[config.mk]
export PLATFORM = sky130hd
export DESIGN_NAME = bht_bimodal_sweep_flat
export DESIGN_NICKNAME = d
export VERILOG_FILES = /design/src/rtl/bht_bimodal_sweep_if.sv /design/src/rtl/bht_bimodal_sweep.sv /design/src/flat_wrapper.sv
export SDC_FILE = /design/constraint.sdc
export NUM_CORES = 2
export LEC_CHECK = 0
export ABC_AREA = 1
export BUFFER_PORTS_ARGS = -buffer_cell sky130_fd_sc_hd__buf_2
export CAP_MARGIN = 20
export CELL_PAD_IN_SITES_DETAIL_PLACEMENT = 0
export CELL_PAD_IN_SITES_GLOBAL_PLACEMENT = 1
export CORE_UTILIZATION = 34
export DETAILED_ROUTE_END_ITERATION = 6
export GPL_ROUTABILITY_DRIVEN = 0
export PLACE_DENSITY = 0.65
export SETUP_SLACK_MARGIN = 0.02
export SLEW_MARGIN = 20
export SYNTH_ARGS = -nofsm -noshare
export SYNTH_HDL_FRONTEND = slang
export SYNTH_SLANG_ARGS = --single-unit
[constraint.sdc]
create_clock -name clk_i -period 10.35 [get_ports clk_i]
set_input_delay 0.5175 -clock clk_i [delete_from_list [all_inputs] [get_ports clk_i]]
set_output_delay 0.5175 -clock clk_i [all_outputs]
set_load 0.05 [all_outputs]
[src/rtl/bht_bimodal_sweep_if.sv]
// Frontend <-> BHT bundle: lookup PC, resolved-branch update, flush/debug
// controls, and the per-slot prediction and sweep status returned by the table.
interface bht_bimodal_sweep_if #(
  parameter int unsigned INSTR_PER_FETCH = 2,
  parameter int unsigned VLEN            = 64
);
  logic                       flush_bht_i;
  logic                       debug_mode_i;
  logic [VLEN-1:0]            vpc_i;
  logic                       bht_update_valid_i;
  logic [VLEN-1:0]            bht_update_pc_i;
  logic                       bht_update_taken_i;
  logic [INSTR_PER_FETCH-1:0] bht_valid_o;
  logic [INSTR_PER_FETCH-1:0] bht_taken_o;
  logic                       busy_o;

  // Frontend side: issues lookups/updates, consumes predictions.
  modport master (
    output flush_bht_i, debug_mode_i, vpc_i,
           bht_update_valid_i, bht_update_pc_i, bht_update_taken_i,
    input  bht_valid_o, bht_taken_o, busy_o
  );

  // Table side.
  modport slave (
    input  flush_bht_i, debug_mode_i, vpc_i,
           bht_update_valid_i, bht_update_pc_i, bht_update_taken_i,
    output bht_valid_o, bht_taken_o, busy_o
  );
endinterface

[src/rtl/bht_bimodal_sweep.sv]
// Bimodal branch history table: rows of 2-bit saturating counters, one row
// written per cycle. A sweep FSM clears the table one row per cycle after
// reset or flush; updates run through a two-stage read-modify-write pipe.
module bht_bimodal_sweep #(
  parameter int unsigned BHT_ENTRIES     = 512,
  parameter int unsigned INSTR_PER_FETCH = 2,
  parameter int unsigned VLEN            = 64
) (
  input  logic              clk_i,
  input  logic              rst_i,
  bht_bimodal_sweep_if.slave bht
);

  localparam int unsigned NR_ROWS  = BHT_ENTRIES / INSTR_PER_FETCH;
  localparam int unsigned ROW_BITS = $clog2(NR_ROWS);
  localparam int unsigned COL_BITS = $clog2(INSTR_PER_FETCH);
  localparam int unsigned OFFSET   = 1;

  typedef struct packed {
    logic       valid;
    logic [1:0] cnt;
  } entry_t;

  typedef entry_t [INSTR_PER_FETCH-1:0] row_t;

  typedef enum logic {
    SWEEP,
    RUN
  } state_t;

  row_t                mem [NR_ROWS];

  state_t              state;
  logic [ROW_BITS-1:0] sweep_idx;

  // Stage-1 pipeline register of an accepted update.
  logic                upd_valid;
  logic [ROW_BITS-1:0] upd_row;
  logic [COL_BITS-1:0] upd_col;
  logic                upd_taken;

  logic                accept;
  logic [ROW_BITS-1:0] in_row;
  logic [COL_BITS-1:0] in_col;
  logic [ROW_BITS-1:0] lk_row_idx;

  row_t                cur_row;
  entry_t              cur_entry;
  entry_t              new_entry;
  row_t                new_row;
  row_t                lk_row;

  logic                wr_en;
  logic [ROW_BITS-1:0] wr_row;
  row_t                wr_data;

  assign in_row     = bht.bht_update_pc_i[OFFSET+COL_BITS +: ROW_BITS];
  assign in_col     = bht.bht_update_pc_i[OFFSET +: COL_BITS];
  assign lk_row_idx = bht.vpc_i[OFFSET+COL_BITS +: ROW_BITS];

  assign accept = bht.bht_update_valid_i & ~bht.debug_mode_i &
                  (state == RUN) & ~bht.flush_bht_i;

  assign bht.busy_o = (state == SWEEP);

  // Sweep FSM and stage-1 capture of resolved-branch updates.
  always_ff @(posedge clk_i or posedge rst_i) begin
    if (rst_i) begin
      state     <= SWEEP;
      sweep_idx <= '0;
      upd_valid <= 1'b0;
      upd_row   <= '0;
      upd_col   <= '0;
      upd_taken <= 1'b0;
    end else begin
      upd_valid <= accept;
      upd_row   <= in_row;
      upd_col   <= in_col;
      upd_taken <= bht.bht_update_taken_i;
      case (state)
        SWEEP: begin
          if (bht.flush_bht_i) begin
            sweep_idx <= '0;
          end else if (sweep_idx == ROW_BITS'(NR_ROWS - 1)) begin
            state     <= RUN;
            sweep_idx <= '0;
          end else begin
            sweep_idx <= sweep_idx + 1'b1;
          end
        end
        RUN: begin
          if (bht.flush_bht_i) begin
            state     <= SWEEP;
            sweep_idx <= '0;
          end
        end
        default: begin
          state     <= SWEEP;
          sweep_idx <= '0;
        end
      endcase
    end
  end

  // Stage 2: read-modify-write of the addressed entry. The array read is
  // asynchronous, so a row written last cycle is already seen here; this
  // acts as the forward path for back-to-back updates to the same row.
  always_comb begin
    cur_row   = mem[upd_row];
    cur_entry = cur_row[upd_col];
    new_entry = cur_entry;
    if (!cur_entry.valid) begin
      new_entry.valid = 1'b1;
      new_entry.cnt   = upd_taken ? 2'b10 : 2'b01;
    end else if (upd_taken) begin
      if (cur_entry.cnt != 2'b11) new_entry.cnt = cur_entry.cnt + 2'b01;
    end else begin
      if (cur_entry.cnt != 2'b00) new_entry.cnt = cur_entry.cnt - 2'b01;
    end
    new_row          = cur_row;
    new_row[upd_col] = new_entry;
  end

  // Single write port: sweep clears have priority; a flush abandons stage 2.
  always_comb begin
    wr_en   = 1'b0;
    wr_row  = '0;
    wr_data = '0;
    if (state == SWEEP) begin
      wr_en   = 1'b1;
      wr_row  = sweep_idx;
      wr_data = '0;
    end else if (upd_valid && !bht.flush_bht_i) begin
      wr_en   = 1'b1;
      wr_row  = upd_row;
      wr_data = new_row;
    end
  end

  // Counter storage; no reset, contents are trusted only after a sweep.
  always_ff @(posedge clk_i) begin
    if (wr_en) mem[wr_row] <= wr_data;
  end

  // Combinational lookup, forced to zero while sweeping.
  always_comb begin
    lk_row          = mem[lk_row_idx];
    bht.bht_valid_o = '0;
    bht.bht_taken_o = '0;
    for (int unsigned i = 0; i < INSTR_PER_FETCH; i++) begin
      bht.bht_valid_o[i] = (state == RUN) & lk_row[i].valid;
      bht.bht_taken_o[i] = (state == RUN) & lk_row[i].valid & lk_row[i].cnt[1];
    end
  end

endmodule

[src/flat_wrapper.sv]
// flat-port wrapper written by rule: the top's interface ports become plain ports
module bht_bimodal_sweep_flat 
#(
  parameter int unsigned BHT_ENTRIES     = 512,
  parameter int unsigned INSTR_PER_FETCH = 2,
  parameter int unsigned VLEN            = 64
)
  (clk_i, rst_i, bht_flush_bht_i, bht_debug_mode_i, bht_vpc_i, bht_bht_update_valid_i, bht_bht_update_pc_i, bht_bht_update_taken_i, bht_bht_valid_o, bht_bht_taken_o, bht_busy_o);
  bht_bimodal_sweep_if #(.INSTR_PER_FETCH(INSTR_PER_FETCH), .VLEN(VLEN)) bht_i ();
  input  logic clk_i;
  input  logic rst_i;
  input wire logic [$bits(bht_i.flush_bht_i)-1:0] bht_flush_bht_i;
  input wire logic [$bits(bht_i.debug_mode_i)-1:0] bht_debug_mode_i;
  input wire logic [$bits(bht_i.vpc_i)-1:0] bht_vpc_i;
  input wire logic [$bits(bht_i.bht_update_valid_i)-1:0] bht_bht_update_valid_i;
  input wire logic [$bits(bht_i.bht_update_pc_i)-1:0] bht_bht_update_pc_i;
  input wire logic [$bits(bht_i.bht_update_taken_i)-1:0] bht_bht_update_taken_i;
  output wire logic [$bits(bht_i.bht_valid_o)-1:0] bht_bht_valid_o;
  output wire logic [$bits(bht_i.bht_taken_o)-1:0] bht_bht_taken_o;
  output wire logic [$bits(bht_i.busy_o)-1:0] bht_busy_o;
  assign bht_i.flush_bht_i = bht_flush_bht_i;
  assign bht_i.debug_mode_i = bht_debug_mode_i;
  assign bht_i.vpc_i = bht_vpc_i;
  assign bht_i.bht_update_valid_i = bht_bht_update_valid_i;
  assign bht_i.bht_update_pc_i = bht_bht_update_pc_i;
  assign bht_i.bht_update_taken_i = bht_bht_update_taken_i;
  assign bht_bht_valid_o = bht_i.bht_valid_o;
  assign bht_bht_taken_o = bht_i.bht_taken_o;
  assign bht_busy_o = bht_i.busy_o;
  bht_bimodal_sweep #(.BHT_ENTRIES(BHT_ENTRIES), .INSTR_PER_FETCH(INSTR_PER_FETCH), .VLEN(VLEN)) u_core (.clk_i(clk_i), .rst_i(rst_i), .bht(bht_i));
endmodule
==> results.toml <==
[die]
die_x_um = 466
io_pins = 139
core_area_um2 = 213000
die_h_um = 466
num_rows = 169
start_util_pct = 34.3
die_area_um2 = 217000

[critical_path]
crit_family = "buffers and inverters"
critPathCaptureType = "flop"
path_class = "reg2reg"
cp_common_cell = "nand3_1"
crit_chain = "buf_4 -> buf_4 -> nand2_1 -> nand3_1 -> nand3_1 -> nand3_1 -> nand3_1 -> nand2_1 -> nand2_1 -> nand3_1 -> nand3_1 -> nand2_1 -> o21ai_0 -> inv_8 -> buf_16 -> buf_4"
path_max_fanout = 110
critical_path.startpoint = "u_core.upd_row[0]"
cpPeakStageDelay_ns = 0.90
regToRegStartpoint = "u_core.upd_row[0]"
slowest_stage = "dfrtp_4"
cp_data_arrival_time_ns = 7.10
cp.required_ns = 10.82
crit_path_start_kind = "flop"
cp.buffers_inverters = 5

[run_status]
status = "complete, but fails checks"
failed_checks = "DRC"

[sta]
worst_slew_pin_slew_ns = 1.21
timing.hold.ws_ns = 0.336
hold_violations = 0
finalMaxSlewViolations = 0
fmax_mhz = 151
setup_viol = 0
tns_ns = 0
rsz0062_at_grt = "no"
finalCritPeriodShare_pct = 64.1
worst_slack_ns = 3.71
finClkSkew_ns = 0.0416
post-route-min-period_ns = 6.64
max-slew-margin-rel_pct = 19.6

[pwr]
power_density_nw_per_um2 = 174
total_power_w = 0.0141
peakVddDrop_mv = 0.139
power.leakage_nw = 27.3

[route]
drc_errors = 5
drtAntennaViolNets = 0
first_iter_violations = 7267
drt-total-wl_um = 262000
detail_route.wl_per_cell_um = 26.1
num_vias = 57500
firstDrtPassIters = 7
drt-vias-per-instance = 5.73

[cts]
cts_buffers = 176
cts_tree = "built"
ctsHoldBuffers = 14
clk_path_buf_depth = 3
htreeDepth = 4
ctsResizeCount = 0
postCtsSetupBuffers = 0
clock_latency_ns = 0.84
clockRootBuffer = "clkbuf_16"
cts_sinks = 1556
clk_pin_slew_ns = 0.06

[layout]
fillers = 20600
fin_nets = 7201
syn2layout_area_growth_pct = 10.4
drive_above_1_share_pct = 5.65
fin_area_um2 = 80700

[placed_design]
dp_slack_ns = 3.84
dpl-instance-area_um2 = 75000
port_buffers = 27
hpwl_um = 142000

[min_path]
worstHoldStart = "bht_bht_update_pc_i[5]"
min_path_type = "in2reg"

[flow_run]
max_cap_viol_count = 0

[synth]
synth_cells = 7339
ys.flop_type = "edfxtp_1"
synth_area_um2 = 73100
yosysWarningCount = 0
synth_top_area_cell = "edfxtp_1"
yosysSeqAreaShare_pct = 63.8
synth.most_common_cell = "nand2_1"
async_flop_share_pct = 1.29
synthTopCellsByCount = "nand2_1 (2008), edfxtp_1 (1536), nand3_1 (1518)"
synth-edff-count = 1536
ys_top_cells_by_area = "edfxtp_1 (63%), nand3_1 (10%), nand2_1 (10%)"
syn_nets = 7474
synth_area_per_cell_um2 = 9.96
synth_cell_type_count = 42
yosys_register_bits = 1556
synth_top_area_share_pct = 63.1

[global_route]
antenna_found_initial = 11
grtUsageTotal_pct = 23.5
grt_max_degree = 198
grt_pass1_wl_um = 376000
grt_pass1_vias = 54600
grt-ovfl-total = 0
## final cells by class
class	instances	area [um2]	area share [%]
diodes	1	2.50	0.00310
clock inverters	81	754	0.935
flip-flops and latches	1556	46600	57.8
well taps	2821	3530	4.37
clock buffers	240	4760	5.89
repair buffers	140	1350	1.67
inverters	53	293	0.363
multi-input cells	5139	23400	29.0
## worst reg2reg max path, delay by kind of cell, from the launching register on
| kind | cells | cell delay [ns] |
|---|---|---|
| flip-flops | 1 | 0.90 |
| AND/OR/NAND/NOR | 10 | 1.53 |
| buffers and inverters | 5 | 3.55 |
| AO/OA/AOI/OAI | 1 | 0.21 |
## cell usage in the layout, fill, tap and decap left out, types with 14 or more instances in the layout
cell type / netlist / final
nand2_1: 2008 / 1993
o211ai_1: 31 / 31
o221ai_1: 19 / 19
dfrtp_1: 20 / 15
clkbuf_16: 0 / 178
o21ai_0: 364 / 364
clkinv_1: 4 / 33
o21ai_1: 43 / 43
nand2_2: 0 / 15
inv_1: 39 / 32
a221oi_1: 44 / 44
o22ai_1: 175 / 175
buf_4: 39 / 77
dlygate4sd3_1: 0 / 14
nor2_1: 632 / 632
buf_2: 298 / 23
buf_12: 3 / 21
edfxtp_1: 1536 / 1536
clkbuf_1: 180 / 55
a21oi_1: 207 / 205
a221o_1: 32 / 32
clkinv_2: 1 / 23
nand3_1: 1518 / 1517
a32o_1: 24 / 24
## cells by family after synthesis
group / Yosys count / synth area share [%]
compound gates: 952 / 7.67
xor+xnor: 5 / 0.0599
fa+ha+maj: 1 / 0.0171
buf+inv: 644 / 4.35
flops: 1556 / 63.8
simple gates: 4181 / 24.1
## final timing paths
check,to,slack [ns],depth (start not counted)
max in group asynchronous,u_core.upd_row[1],9.54,4
setup reg to reg,u_core.mem[255][2],3.71,16
hold reg to reg,u_core.sweep_idx[1],0.58,2
setup / recovery,u_core.mem[255][2],3.71,16
hold / removal,u_core.upd_row[3],0.34,2
min in group asynchronous,u_core.upd_row[3],0.35,4
## sequential cells by signal, indices dropped and copies added, names as in the netlist
name	count
u_core.upd_row	8
u_core.upd_taken	1
u_core.upd_col	1
u_core.sweep_idx	8
u_core.state	1
u_core.mem	1536
u_core.upd_valid	1
## where the power goes
part           total (W)  switching, W  internal (W)
Clock            0.00607       0.00258       0.00349
Sequential       0.00685     0.0000210       0.00683
Combinational    0.00116      0.000865      0.000294
## metal layers
metal / share of wire [%] / wire [um] / track usage, % / up-vias
li1: - / - / - / 25600
met1: 42 / 110000 / 32.5 / 28300
met2: 45 / 118000 / 36.6 / 3012
met3: 9.3 / 24200 / 4.29 / 540
met4: 3.6 / 9530 / 9.19 / 2
met5: 0.0042 / 11 / 0 / -
## stage by stage
step                      instances  util (%)
after global placement         9693      35.2
final                         10000      37.9
after global routing          10000      37.9
after CTS                     10000      37.9
after detailed placement       9693      35.2
after floorplan                7339         -
Note: power is estimated with default switching activity, not from simulation.
